### config.mk
export PLATFORM = sky130hd
export DESIGN_NAME = keypad_scanner
export DESIGN_NICKNAME = d
export VERILOG_FILES = /design/src/rtl/keypad_scanner.sv
export SDC_FILE = /design/constraint.sdc
export NUM_CORES = 1
export LEC_CHECK = 0
export CAP_MARGIN = 10
export CORE_MARGIN = 8
export CORE_UTILIZATION = 57
export DETAILED_ROUTE_END_ITERATION = 10
export GPL_ROUTABILITY_DRIVEN = 0
export GPL_TIMING_DRIVEN = 0
export PLACE_DENSITY = 0.82
export RECOVER_POWER = 25
export SYNTH_ARGS = -nofsm -noshare
export SYNTH_HDL_FRONTEND = slang
export SYNTH_SLANG_ARGS = --single-unit
### constraint.sdc
create_clock -name clk -period 7.65 [get_ports clk]
set_clock_uncertainty 0.2 [all_clocks]
set_input_delay 1.1475 -clock clk [delete_from_list [all_inputs] [get_ports clk]]
set_output_delay 1.1475 -clock clk [all_outputs]
set_load 0.005 [all_outputs]
### src/rtl/keypad_scanner.sv
// keypad_scanner: column-scanning matrix keypad decoder with frame debounce,
// press/release/roll-over events and optional auto-repeat.
module keypad_scanner #(
   parameter int ROWS         = 4,
   parameter int COLS         = 4,
   parameter int SCAN_DIV     = 1000,
   parameter int DEBOUNCE     = 4,
   parameter int REPEAT_EN    = 0,
   parameter int REPEAT_DELAY = 50,
   parameter int REPEAT_RATE  = 10
) (
   input  logic                          clk,
   input  logic                          rst_n,
   input  logic [ROWS-1:0]               row_n,
   output logic [COLS-1:0]               col_n,
   output logic                          key_down,
   output logic                          key_repeat,
   output logic                          key_up,
   output logic [$clog2(ROWS*COLS)-1:0]  key_code,
   output logic                          key_held,
   output logic                          multi_key
);
   localparam int N    = ROWS * COLS;
   localparam int CW   = $clog2(N);
   localparam int SW   = $clog2(SCAN_DIV);
   localparam int LW   = $clog2(COLS);
   localparam int DW   = $clog2(DEBOUNCE + 1);
   localparam int RMAX = REPEAT_DELAY > REPEAT_RATE ? REPEAT_DELAY : REPEAT_RATE;
   localparam int RW   = $clog2(RMAX + 1);

   typedef enum logic [1:0] {C_NONE, C_ONE, C_MULTI} cls_t;
   typedef enum logic [1:0] {S_IDLE, S_HELD, S_ROLL} state_t;

   logic [ROWS-1:0] r_sync1, r_sync2;
   logic [SW-1:0]   r_slot;
   logic [LW-1:0]   r_col;
   logic [N-1:0]    r_frame;
   cls_t            r_cand_cls, r_com_cls;
   logic [CW-1:0]   r_cand_code, r_com_code, r_next;
   logic [DW-1:0]   r_cnt;
   state_t          r_state;
   logic [RW-1:0]   r_rep;
   logic            r_rep_after;

   logic            w_slot_end, w_frame_end, w_same, w_commit, w_rep_hit, w_rep_tick;
   logic [N-1:0]    w_acc;
   logic [1:0]      w_n;
   logic [CW-1:0]   w_idx, w_ccode;
   cls_t            w_cls;
   logic [DW-1:0]   w_cnt_nxt;
   logic [RW-1:0]   w_rep_nxt;

   assign col_n = ~(COLS'(1) << r_col);

   always_comb begin
      w_slot_end  = r_slot == SW'(SCAN_DIV - 1);
      w_frame_end = w_slot_end && r_col == LW'(COLS - 1);
      w_acc = r_frame;
      for (int r = 0; r < ROWS; r++)
         if (!r_sync2[r]) w_acc[r*COLS + int'(r_col)] = 1'b1;
      // popcount saturates at 2: only none/one/many matters
      w_n   = 2'd0;
      w_idx = '0;
      for (int i = 0; i < N; i++)
         if (w_acc[i]) begin
            w_idx = CW'(i);
            w_n   = w_n == 2'd2 ? 2'd2 : w_n + 2'd1;
         end
      w_cls      = w_n == 2'd0 ? C_NONE : w_n == 2'd1 ? C_ONE : C_MULTI;
      w_ccode    = w_cls == C_ONE ? w_idx : '0;
      w_same     = w_cls == r_cand_cls && w_ccode == r_cand_code;
      w_cnt_nxt  = !w_same ? DW'(1) : r_cnt == DW'(DEBOUNCE) ? r_cnt : r_cnt + DW'(1);
      w_commit   = w_frame_end && w_cnt_nxt == DW'(DEBOUNCE) &&
                   (w_cls != r_com_cls || w_ccode != r_com_code);
      w_rep_nxt  = r_rep + RW'(1);
      w_rep_hit  = w_rep_nxt == (r_rep_after ? RW'(REPEAT_RATE) : RW'(REPEAT_DELAY));
      w_rep_tick = REPEAT_EN != 0 && w_frame_end && r_state == S_HELD && !multi_key && !w_commit;
   end

   always_ff @(posedge clk or negedge rst_n)
      if (!rst_n) begin
         r_sync1     <= '1;
         r_sync2     <= '1;
         r_slot      <= '0;
         r_col       <= '0;
         r_frame     <= '0;
         r_cand_cls  <= C_NONE;
         r_cand_code <= '0;
         r_cnt       <= '0;
         r_com_cls   <= C_NONE;
         r_com_code  <= '0;
         r_next      <= '0;
         r_state     <= S_IDLE;
         r_rep       <= '0;
         r_rep_after <= 1'b0;
         key_down    <= 1'b0;
         key_up      <= 1'b0;
         key_repeat  <= 1'b0;
         key_held    <= 1'b0;
         multi_key   <= 1'b0;
         key_code    <= '0;
      end else begin
         r_sync1 <= row_n;
         r_sync2 <= r_sync1;
         r_slot  <= w_slot_end ? '0 : r_slot + SW'(1);
         if (w_slot_end) r_col <= r_col == LW'(COLS - 1) ? '0 : r_col + LW'(1);
         r_frame <= w_frame_end ? '0 : w_slot_end ? w_acc : r_frame;
         if (w_frame_end) begin
            r_cand_cls  <= w_cls;
            r_cand_code <= w_ccode;
            r_cnt       <= w_cnt_nxt;
         end
         key_down   <= 1'b0;
         key_up     <= 1'b0;
         key_repeat <= 1'b0;
         // roll-over: the new key's press follows the old key's release by one cycle
         if (r_state == S_ROLL) begin
            key_down <= 1'b1;
            key_held <= 1'b1;
            key_code <= r_next;
            r_state  <= S_HELD;
         end else if (w_commit) begin
            r_com_cls  <= w_cls;
            r_com_code <= w_ccode;
            multi_key  <= w_cls == C_MULTI;
            if (r_state == S_IDLE && w_cls == C_ONE) begin
               key_down <= 1'b1;
               key_held <= 1'b1;
               key_code <= w_ccode;
               r_state  <= S_HELD;
            end else if (r_state == S_HELD && w_cls == C_NONE) begin
               key_up      <= 1'b1;
               key_held    <= 1'b0;
               r_state     <= S_IDLE;
               r_rep       <= '0;
               r_rep_after <= 1'b0;
            end else if (r_state == S_HELD && w_cls == C_ONE && w_ccode != key_code) begin
               key_up      <= 1'b1;
               key_held    <= 1'b0;
               r_next      <= w_ccode;
               r_state     <= S_ROLL;
               r_rep       <= '0;
               r_rep_after <= 1'b0;
            end
         end else if (w_rep_tick) begin
            if (w_rep_hit) begin
               key_down    <= 1'b1;
               key_repeat  <= 1'b1;
               r_rep       <= '0;
               r_rep_after <= 1'b1;
            end else
               r_rep <= w_rep_nxt;
         end
      end
endmodule

-- Word level (Yosys, flattened, before mapping)
Index checks and enable logic that the tools add are counted.
- add/subtract/negate cells: 21
- order comparisons: 8
- equality and inequality tests: 29
- shift-type cells: 1
- mux-type cells: 88
- bitwise logic cells: 8
- reduce and logical (&&, ||, !) cells: 24
- operators by type and width (cell ; count):
    $mux 16 ; 6
    $mux 2 ; 40
    $mux 4 ; 12
    $or 16x16->16 ; 3
    $eq 2x2->1 const B ; 18
    $add 2x1->2 const B ; 16
    $mux 1 ; 19
    $mux 3 ; 6
    $or 16x4->16 ; 1
    $demux 1 s4 ; 3
    $logic_and 1x1->1 ; 12
    $add 10x1->10 const B ; 1
    $add 4x2->5 const A ; 2
    $eq 10x10->1 const B ; 1
    $ge 5x1->1 const B ; 2
    $lt 5x5->1 const B ; 2
    $mux 10 ; 1
    $ne 4x4->1 ; 2
    $eq 2x1->1 const B ; 3
    $eq 3x3->1 const B ; 2
    $logic_not 2->1 ; 3
    $reduce_and 2->1 ; 3
    $reduce_bool 2->1 ; 3
    $lt 2x5->1 const B ; 1
    15 further kinds ; 17
- flip-flop bits (word level): 65
- bits of input ports: 6
- output and inout port bits: 13
- logic and storage cells: 196

-- Logic depth before layout (Yosys ltp)
Gate-level depths: netlist of the first run.
- word-level depth: 71
- gate-level depth with buffers: 36
- mapped depth without buffers: 34

-- Worst setup path before layout of the first run
Ideal clock, no wire load.
- kind: flip-flop to flip-flop
- start: register r_col[0]
- end: register r_next[3]
- setup time: 128 ps
- data arrival time: 7475 ps
- data required time: 7322 ps
- path slack: -152 ps
- stages on the path, launching flop included: 34
- buffers on the path: 2
- period minus slack after synthesis: 7802 ps
- path through: dfrtp_1 inv_1 ha_1 clkbuf_1 inv_1 nor2_1 or2_2 ha_1 nor2_1 o21ai_1 a31oi_1 nor2_1 a31o_1 or3_1 a221oi_1 a221oi_1 or3b_1 clkbuf_1 a31oi_1 a21oi_1 or3_1 a21o_1 nand4_1 mux2i_1 o21bai_1 ha_1 nor2b_1 a41oi_1 o21ai_2 o31ai_1 o221ai_2 nor4_4 and4bb_4 mux2_1
- longest elaborated chain between the ends: 70
- elaborated cells on any way between the ends: 134
- those cells by class: add/sub: 18; order compare: 8; eq/ne: 24; mux: 62; bitwise: 6; reduce/logical: 16
- ends and longest elaborated chain (element ; line ; text):
    from (decl) ; 36 ; logic [LW-1:0] r_col;
    from (signal assigned) ; 106 ; if (w_slot_end) r_col <= r_col == LW'(COLS - 1) ? '0 : r_col + LW'(1);
    branches (longest 70 deep; another with $lt 4x5->1) ; n/a ;
    to (signal assigned) ; 140 ; r_next <= w_ccode;
    to (decl) ; 39 ; logic [CW-1:0] r_cand_code, r_com_code, r_next;
Parallel ways; which one is timed is not known.
A chain may end at the register's enable or synchronous reset.

-- Worst setup path after layout of the first run
- start: register r_col[1]
- end: register r_next[1]
Same word-level chain as after synthesis.

==> results of run 1 <==
kinds of logic (layout without fill, tap and decap cells):
family	count (synthesis)	in the layout	synth area share, %
and+or+nand+nor	259	260	25.4
AOI/OAI and AO/OA	212	212	29.5
DFF	63	63	30.1
buffers and inverters	51	153	4.08
xor gates and xnor gates	28	28	4.79
muxes	16	16	3.30
adders and majority gates	12	12	2.85
other	1	1	0.0711
cells in the final DEF, fill, tap and decap left out, types with 6 or more instances in the layout:
cell             instances
buf_4                   69
nor2_1                  67
nand2_1                 65
dfrtp_1                 55
a21oi_1                 36
o21ai_0                 20
nand3_1                 20
inv_1                   16
a21o_1                  16
clkbuf_1                16
xnor2_1                 14
o211ai_1                12
clkdlybuf4s50_1         12
clkbuf_8                11
a31oi_1                 10
nor3_1                   9
nor2_4                   8
o21ai_1                  8
dfstp_2                  8
nand2b_1                 7
nand2_2                  7
nand4_1                  7
buf_6                    6
and2_1                   6
o2111ai_1                6
nor4_1                   6
and3_1                   6
xor2_1                   6
ha_1                     6
stage by stage:
| step | cells | TNS [ns] | total power [mW] | hold slack (ns) |
|---|---|---|---|---|
| after floorplan | 642 | 0 | 0.447 | 0.145 |
| after global placement | 770 | -16.14 | 0.476 | 0.146 |
| after detailed placement | 772 | -21.24 | 0.481 | 0.147 |
| after CTS | 816 | 0 | 0.828 | 0.157 |
| after global routing | 856 | -11.52 | 0.916 | 0.159 |
| final | 856 | -7.87 | 0.887 | 0.156 |
final cells by class:
class / instances / share of cell area [%]
Multi-Input combinational cell: 529 / 60.3
Sequential cell: 63 / 21.7
Timing Repair Buffer: 89 / 10.2
Clock buffer: 12 / 2.12
Tap cell: 111 / 1.90
Buffer: 25 / 1.88
Inverter: 23 / 1.22
Clock inverter: 4 / 0.702
flip-flops by register name, summed over array words and instances, names as in the netlist, 3 cells and up:
| signal | flops |
|---|---|
| r_frame | 16 |
| r_slot | 10 |
| key_code | 4 |
| r_sync2 | 4 |
| r_cnt | 3 |
| r_next | 4 |
| r_com_code | 4 |
| r_sync1 | 4 |
| r_cand_code | 4 |
report_power, final:
group | internal (mW) | total (mW) | leakage (nW) | switching [mW]
combinational | 0.107 | 0.248 | 2.05 | 0.141
sequential | 0.337 | 0.338 | 0.838 | 0.00145
clock | 0.169 | 0.300 | 0.103 | 0.132
critical path: cells and delay by family (launching register included):
| family | cells | cell delay (ns) |
|---|---|---|
| adders and majority gates | 3 | 0.71 |
| DFF | 1 | 0.39 |
| buffers and inverters | 4 | 0.44 |
| AOI/OAI and AO/OA | 9 | 2.03 |
| xor gates and xnor gates | 1 | 0.30 |
| muxes | 2 | 0.55 |
| and+or+nand+nor | 15 | 3.37 |
worst paths after layout:
path,slack [ns],start,to,cells past startpoint
max,-0.47,r_col[1],r_next[1],34
min,0.16,r_sync1[2],r_sync2[2],0
max reg2reg,-0.47,r_col[1],r_next[1],34
min reg2reg,0.16,r_sync1[2],r_sync2[2],0
max in group asynchronous,5.21,rst_n,r_cand_cls[0],1
min in group asynchronous,1.05,rst_n,r_slot[0],1
metal layers:
| layer | GRT usage (%) | share of wire, % |
|---|---|---|
| met4 | 14.7 | 7.5 |
| met5 | 0 | 0 |
| met3 | 4.03 | 7.4 |
| met1 | 28.6 | 36 |
| met2 | 44.6 | 49 |
timing repair:
item / in CTS / in global routing
buffers inserted: 30 / 41
cloned: 1 / 0
hold endpoints to repair: 0 / 0
pin swaps: 32 / 51
setup endpoints to repair: 26 / 21
gates resized for setup: 109 / 75
==> results.md, run 1 <==
- Top-count cell post-synth: nor2_1
- Syn Std Cell Area: 5270 um2
- Number of synthesis warnings: 0
- Critical Path AT: 8.14 ns
- Unrepaired setup endpoints after global routing: true
- Final net count: 758
- Area Growth Syn to Fin: 38.7%
- Largest net degree at the start of global routing: 33
- Cells after Synth: 642
- Initial antenna violation count: 0
- Max Transition Viols Final: 32
- Critical Path Max Stage Delay: 0.63 ns
- Fill cells: 517
- Number of setup violations in the final report: 21
- Avg WL per Cell: 22.6 um
- Final design utilization: 80.3%
- Root Driver: clkbuf_8
- Top FF cell, synth: dfrtp_1
- CP Class: reg2reg
- Worst-Margin Slew: 1.71 ns
- ANT cells: 0
- Die X: 112 um
- WP data required: 7.67 ns
- Post-route worst setup slack: -0.467 ns
- Library cells used by synthesis: 107
- Starting density of the core: 57.9%
- Post-DP HPWL: 10000 um
- Global-route wire length before repair: 26500 um
- Max Root-Sink Buffers: 2
- Leakage power: 2.99 nW
- CP max FO: 8
- CP startpoint kind: flip-flop
- Post-synth net total: 660
- # Max-Cap Violations: 1
- Power density over the cells: 121 nW/um2
- DR iter-0 viols: 682
- Crit path time final: 8.12 ns
- Port bufs: 17
- Commonest cells post-synth: nor2_1, nand2_1, dfrtp_1, a21oi_1, o21ai_0
- Run status: finished, violations left
- DRC Markers: 0
- Fmax: 123 MHz
- Worst Setup End Kind: flip-flop
- CP max-delay cell: or4_4
- DIE HEIGHT: 112 um
- Via count: 6179
- Largest area contributor in the netlist: dfrtp_1
- Syn avg cell area: 8.21 um2
- Dpl ws: -1.10 ns
- Sequential cell area: 1590 um2
- Vias/cell: 7.22
- Period utilization: 106%
- Area of the core: 9110 um2
- H-tree levels: 3
- Max VDD drop: 141 uV
- Global route overflow: 0
- Seq/Total Area, Yosys: 30.1%
- Final ANT Viol Nets: 0
- Multi-input logic area: 4410 um2
- # rows: 35
- CTS tree: done
- Num ports: 19
- #FFs+latches synth: 63
- Number of synthesized flops with an enable pin: 0
- DR pass1 iterations: 6
- Async SR Flop Fraction: 100%
- Hold Fails Final Rpt: 0
- Die area: 12600 um2
- Failing checks: capacitance limit, slew limit, setup timing
- Top cells by area, synth: dfrtp_1, nor2_1, nand2_1
- Clock-pin slew on the worst setup and hold paths: 0.07 ns
- Clock insertion delay at the later pin of the skew report: 0.35 ns
- Gr usage total: 25.4%
- Vias in the first global route: 5591
- Synth top area share: 26.1%
- Cts bufs inserted: 9
- Placed Area: 5620 um2
- Clock Sinks: 63
- Hold-fix buffers, CTS: 0
- Slew HR: -13.9%
- Final instance area: 7310 um2
- Worst hold path class: reg2reg
- Ratio of cells with drive above 1 in the final layout: 34.6%
- Final WL: 19300 um
No activity file was read; power rests on OpenSTA's default activity.
==> run 2: changes to the inputs <==
ABC_AREA = 1   (was default)
CORE_UTILIZATION = 64   (was 57)
CTS_BUF_LIST = sky130_fd_sc_hd__clkbuf_4   (was default)
PLACE_DENSITY = 0.87   (was 0.82)
clock period = 8.3 ns   (was 7.65 ns; I/O delays follow)
==> run 2 against run 1 <==
- the flow finishes with violations (capacitance limit, slew limit)
- final area shrank 29%
- core utilization fell by 8.5 points
- fmax grew 12%
- total power down 33%
- count of clock-buffer cells in the layout shrank 3
- critical path depth up 20
- wire length down 46%
- sequential power shrank 8.0%
- sequential share of layout area increased by 8.8 points
- critical path type unchanged
- critical endpoint is now r_next[3]
- largest power group unchanged
==> results.md, run 2 <==
- Run status: finished, violations left
- Failing checks: capacitance limit, slew limit
- Largest area contributor in the netlist: dfrtp_1
- CP startpoint kind: flip-flop
- Num ports: 19
- Metal2 WL: 5230 um
- Crit path time final: 7.25 ns
- Syn avg cell area: 6.80 um2
- Max Transition Viols Final: 28
- Gr usage total: 21.4%
- Via count: 4511
- Worst Setup End Kind: flip-flop
- Critical Path Max Stage Delay: 0.40 ns
- Regs by FF count: r_frame x16, r_slot x10
- Cells after Synth: 705
- Synth top area share: 28.7%
- Fill cells: 601
- Final design utilization: 71.8%
- Max Used Layer: met4
- DIE HEIGHT: 103 um
- Non-Filler Instances: 838
- Worst hold path class: reg2reg
- Fmax: 138 MHz
- Die X: 103 um
- Sequential cell area: 1590 um2
- Global route overflow: 0
- Commonest non-fill, non-tap cell in the layout: nand2_1
- Wire length on met3: 371 um
- Avg WL per Cell: 12.6 um
- Largest net degree at the start of global routing: 37
- Number of synthesized flops with an enable pin: 0
- Period utilization: 87.3%
- ANT cells: 0
- Power density over the cells: 114 nW/um2
- Commonest cells post-synth: nand2_1, inv_1, nand3_1, nor2_1, dfrtp_1
- Syn Std Cell Area: 4790 um2
- DRC Markers: 0
- Final WL: 10500 um
- Global-route wire length before repair: 18100 um
- Pwr Total: 594 uW
- Root Driver: clkbuf_4
- Unrepaired setup endpoints after global routing: false
- CP most frequent cell: nand2_1
- Seq/Total Area, Yosys: 33.1%
- Max VDD drop: 128 uV
- Multi-input logic area: 2750 um2
- CP max FO: 10
- Number of synthesis warnings: 0
- Library cells used by synthesis: 42
- Met1 WL: 4700 um
- Vias/cell: 5.38
- Top-count cell post-synth: nand2_1
- Top cells by area, synth: dfrtp_1, nand2_1, inv_1
- # Max-Cap Violations: 1
- Most frequent cells in the layout: nand2_1, inv_1, nand3_1, nor2_1, dfrtp_1
- WP data required: 8.47 ns
- Postcts setup bufs: 0
- Area Growth Syn to Fin: 8.67%
- Vias in the first global route: 4335
- Port bufs: 17
- #FFs+latches synth: 63
- Worst-Margin Slew: 1.57 ns
- Critical Path AT: 7.41 ns
- Ratio of cells with drive above 1 in the final layout: 15.3%
- Clock insertion delay at the later pin of the skew report: 0.43 ns
- Most flop-heavy register: r_frame
- H-tree levels: 3
- Max Root-Sink Buffers: 2
- Final ANT Viol Nets: 0
- DR pass1 iterations: 5
- Async SR Flop Fraction: 100%
- Die area: 10500 um2
- # rows: 31
- Post-DP HPWL: 8150 um
- Starting density of the core: 66.1%
- Cts repair resizes: 0
- CP Class: reg2reg
- Area of the core: 7250 um2
- Clock Sinks: 63
- Slew HR: -4.98%
- Final net count: 752
- CTS tree: done
- Post-synth net total: 723
- Hold-fix buffers, CTS: 0
- Number of setup violations in the final report: 0
- Cts bufs inserted: 9
- Initial antenna violation count: 0
- Top FF cell, synth: dfrtp_1
- Max reg flops: 16
- DR iter-0 viols: 183
- Placed Instances: 822
- Leakage power: 2.77 nW
- Clock-pin slew on the worst setup and hold paths: 0.11 ns
- CP max-delay cell: dfrtp_1
- Hold Fails Final Rpt: 0
- TNS Setup: 0 ns
==> run 2: cell types whose count changed after synthesis, sizes merged, moves of 10 or more <==
cell,previous run,this run
clkbuf,18,2
nand3,25,77
xnor2,20,3
a21o,17,0
nor2,77,67
o211ai,13,1
a21oi,45,28
nand2,73,264
inv,22,97
a31oi,17,1
mux2,11,0
==> run 2: routing by layer <==
| layer | up-vias | track usage (%) |
|---|---|---|
| met5 | - | 0 |
| li1 | 2301 | - |
| met2 | 95 | 37.8 |
| met1 | 2093 | 24.7 |
| met3 | 22 | 4.12 |
| met4 | 0 | 8.92 |
==> run 2: layout make-up <==
cell class | count | area share, %
clock buffer | 9 | 1.30
tap | 99 | 2.38
inverter | 101 | 7.55
sequential | 63 | 30.5
clock inverter | 7 | 0.769
timing repair buffer | 18 | 3.53
buffer | 7 | 1.15
multi-input combinational | 534 | 52.8
==> run 2: path summary, 6_finish.rpt <==
kind | from | endpoint | slack [ns] | cells after the start
setup / recovery | r_col[1] | r_next[3] | 1.05 | 54
hold / removal | r_sync1[2] | r_sync2[2] | 0.15 | 0
setup reg to reg | r_col[1] | r_next[3] | 1.05 | 54
hold reg to reg | r_sync1[2] | r_sync2[2] | 0.15 | 0
max in group asynchronous | rst_n | r_sync1[0] | 5.95 | 2
min in group asynchronous | rst_n | r_frame[10] | 0.99 | 1
==> run 2: worst max-delay path: cells and delay by family (launching register included) <==
family	cells	cell delay, ns
adder cells (fa/ha/maj)	3	0.87
AND/OR/NAND/NOR	41	4.18
AO/OA/AOI/OAI	3	0.83
flip-flops	1	0.40
buffers and inverters	7	0.69
==> run 2: metrics by stage <==
| stage | hold WS (ns) | setup slack, ns | cell area [um2] |
|---|---|---|---|
| 2_1_floorplan | 0.145 | 2.10 | 4790 |
| 3_3_place_gp | 0.147 | 1.42 | 5080 |
| 3_5_place_dp | 0.147 | 1.18 | 5100 |
| 4_1_cts | 0.157 | 1.12 | 5210 |
| 5_1_grt | 0.162 | 0.165 | 5210 |
| 6_report | 0.151 | 1.05 | 5210 |
==> run 2: report_power, final <==
| part | internal [mW] | switching [mW] |
|---|---|---|
| clock network | 0.0589 | 0.116 |
| logic | 0.0341 | 0.0738 |
| registers | 0.310 | 0.000690 |
==> run 2: cells by family (layout without fill, tap and decap cells) <==
| family | after synthesis | after routing | share of synthesized area, % |
|---|---|---|---|
| simple gates | 445 | 445 | 44.6 |
| buf+inv | 108 | 142 | 9.45 |
| compound gates | 69 | 69 | 8.38 |
| flops | 63 | 63 | 33.1 |
| fa+ha+maj | 12 | 12 | 3.13 |
| xor+xnor | 7 | 7 | 1.28 |
| other cells | 1 | 1 | 0.0783 |
==> run 3: changes to the inputs <==
SLEW_MARGIN = 40   (was default)
==> run 3 against run 2 <==
- first-iteration DRC count is 13% higher
- total power is essentially flat
- the run still ends with capacitance limit, slew limit left
- sequential cell count did not move
- wire length grew 0.96%
- critical endpoint unchanged
- core utilization is 0.22 points lower
- fmax down 0.69%
- final area is 0.31% lower
- register-to-register slack worse by 0.05 ns
==> results.md, run 3 (synthesis gave the netlist of run 2 again) <==
- Switching part of the total: 32.2%
- Busiest grt layer: met2
- Hold Fails Final Rpt: 0
- ANT cells: 0
- Hold Crit Depth: 0
- Worst Setup End Kind: flip-flop
- Worst Setup SP: r_col[1]
- Final WL: 10600 um
- Failing checks: capacitance limit, slew limit
- Critical Path End: r_next[3]
- Avg WL per Cell: 12.7 um
- Max Transition Viols Final: 37
- Gr usage total: 21.7%
- Int Power: 403 uW
- Clock insertion delay at the later pin of the skew report: 0.43 ns
- Via count: 4553
- Post-DP HPWL: 8180 um
- TNS Setup: 0 ns
- Comb pwr share: 18.1%
- DIE HEIGHT: 103 um
- Num ports: 19
- Root Driver: clkbuf_4
- Initial antenna violation count: 0
- Most flop-heavy register: r_frame
- Met1 Use GR: 25.2%
- Pwr Total: 594 uW
- Max Root-Sink Buffers: 2
- Final net count: 752
- Min Hold Slack: 0.150 ns
- Clock-pin slew on the worst setup and hold paths: 0.12 ns
- Largest net degree at the start of global routing: 37
- Run status: finished, violations left
- Regs by FF count: r_frame x16, r_slot x10
- Vias/cell: 5.43
- Seq pwr share: 52.4%
- Global route overflow: 0
- WP data required: 8.47 ns
- Clock Sinks: 63
- Cts bufs inserted: 9
- Area of the core: 7250 um2
- Unrepaired setup endpoints after global routing: false
- Final ANT Viol Nets: 0
- CP max-delay cell: dfrtp_1
- Met3 Use GR: 3.92%
- Fmax: 137 MHz
- Reg2reg setup slack: 1.00 ns
- DR iter-0 viols: 207
- # Max-Cap Violations: 1
- DR pass1 iterations: 5
- Worst-case reg-to-reg path depth: 54
- Worst-Margin Slew: 1.97 ns
- Power density over the cells: 114 nW/um2
- Postcts setup bufs: 0
- Crit path time final: 7.30 ns
- Starting density of the core: 66.1%
- Critical Path Max Stage Delay: 0.41 ns
- Max VDD drop: 129 uV
- Delay-heaviest family, CP: simple AND/OR/NAND/NOR gates
- WP depth: 54
- Period utilization: 87.9%
- CTS tree: done
- Net Sw Power: 191 uW
- Ratio of cells with drive above 1 in the final layout: 15.2%
- CP max FO: 10
- Port bufs: 17
- Die X: 103 um
- Worst hold path class: reg2reg
- DRC Markers: 0
- H-tree levels: 3
- Clock power share: 29.6%
- Die area: 10500 um2
- CP Class: reg2reg
- Worst path bufs/invs: 7
- CP startpoint kind: flip-flop
- Cts repair resizes: 0
- Area Growth Syn to Fin: 8.33%
- Vias in the first global route: 4377
- Commonest non-fill, non-tap cell in the layout: nand2_1
- Global-route wire length before repair: 18500 um
- RR Startpoint: r_col[1]
- Most frequent cells in the layout: nand2_1, inv_1, nand3_1, nor2_1, dfrtp_1
- CP most frequent cell: nand2_1
- Critical R2R Capture: r_next[3]
- Slew HR: -31.0%
- Met2 Resource Use GR: 38.4%
- Critical Path AT: 7.46 ns
- Number of setup violations in the final report: 0
- # rows: 31
- Leakage power: 2.77 nW
- Hold-fix buffers, CTS: 0
- Fill cells: 591
- Max reg flops: 16
-- run 3: changes by cell type in the layout (fill, tap and decap cells not counted), sizes merged --
cell	before	now
clkdlybuf4s50	12	16
dlygate4sd3	4	0
buf	6	5
clkbuf	12	13
-- run 3: cell type report --
type | count | area (um2) | share of cell area [%]
Tap cell | 99 | 124 | 2.39
Clock inverter | 7 | 40.0 | 0.771
Timing Repair Buffer | 18 | 168 | 3.23
Multi-Input combinational cell | 534 | 2750 | 53.0
Sequential cell | 63 | 1590 | 30.6
Buffer | 7 | 60.1 | 1.16
Clock buffer | 9 | 67.6 | 1.30
Inverter | 101 | 393 | 7.57
-- run 3: metrics by stage --
step / util [%] / setup WS, ns / instances / instance area (um2)
after floorplan: - / 2.10 / 705 / 4790
after global placement: 70.1 / 1.42 / 821 / 5080
after detailed placement: 70.3 / 1.16 / 822 / 5100
after CTS: 71.8 / 1.11 / 838 / 5210
after global routing: 71.6 / 0.222 / 838 / 5190
final: 71.6 / 1.00 / 838 / 5190
-- run 3: worst min path at each step --
stage | startpoint | end | slack (ns)
6_report | r_sync1[2] | r_sync2[2] | 0.15
5_1_grt | r_sync1[2] | r_sync2[2] | 0.15
4_1_cts | r_sync1[2] | r_sync2[2] | 0.16
3_5_place_dp | r_sync1[0] | r_sync2[0] | 0.15
3_3_place_gp | r_sync1[0] | r_sync2[0] | 0.15
2_1_floorplan | r_sync1[0] | r_sync2[0] | 0.15
-- run 3: metal layers --
layer  routed length, um  up-vias
li1                    -     2300
met1                4700     2114
met2                5250      109
met3                 416       30
met4                 267        0
met5                   0        -
-- run 3: power groups by stage --
stage / registers, mW / logic [mW] / clock network, mW
6_report: 0.311 / 0.107 / 0.176
5_1_grt: 0.311 / 0.122 / 0.191
4_1_cts: 0.311 / 0.108 / 0.178
3_5_place_dp: 0.317 / 0.107 / 0
3_3_place_gp: 0.317 / 0.102 / 0
2_1_floorplan: 0.317 / 0.0816 / 0
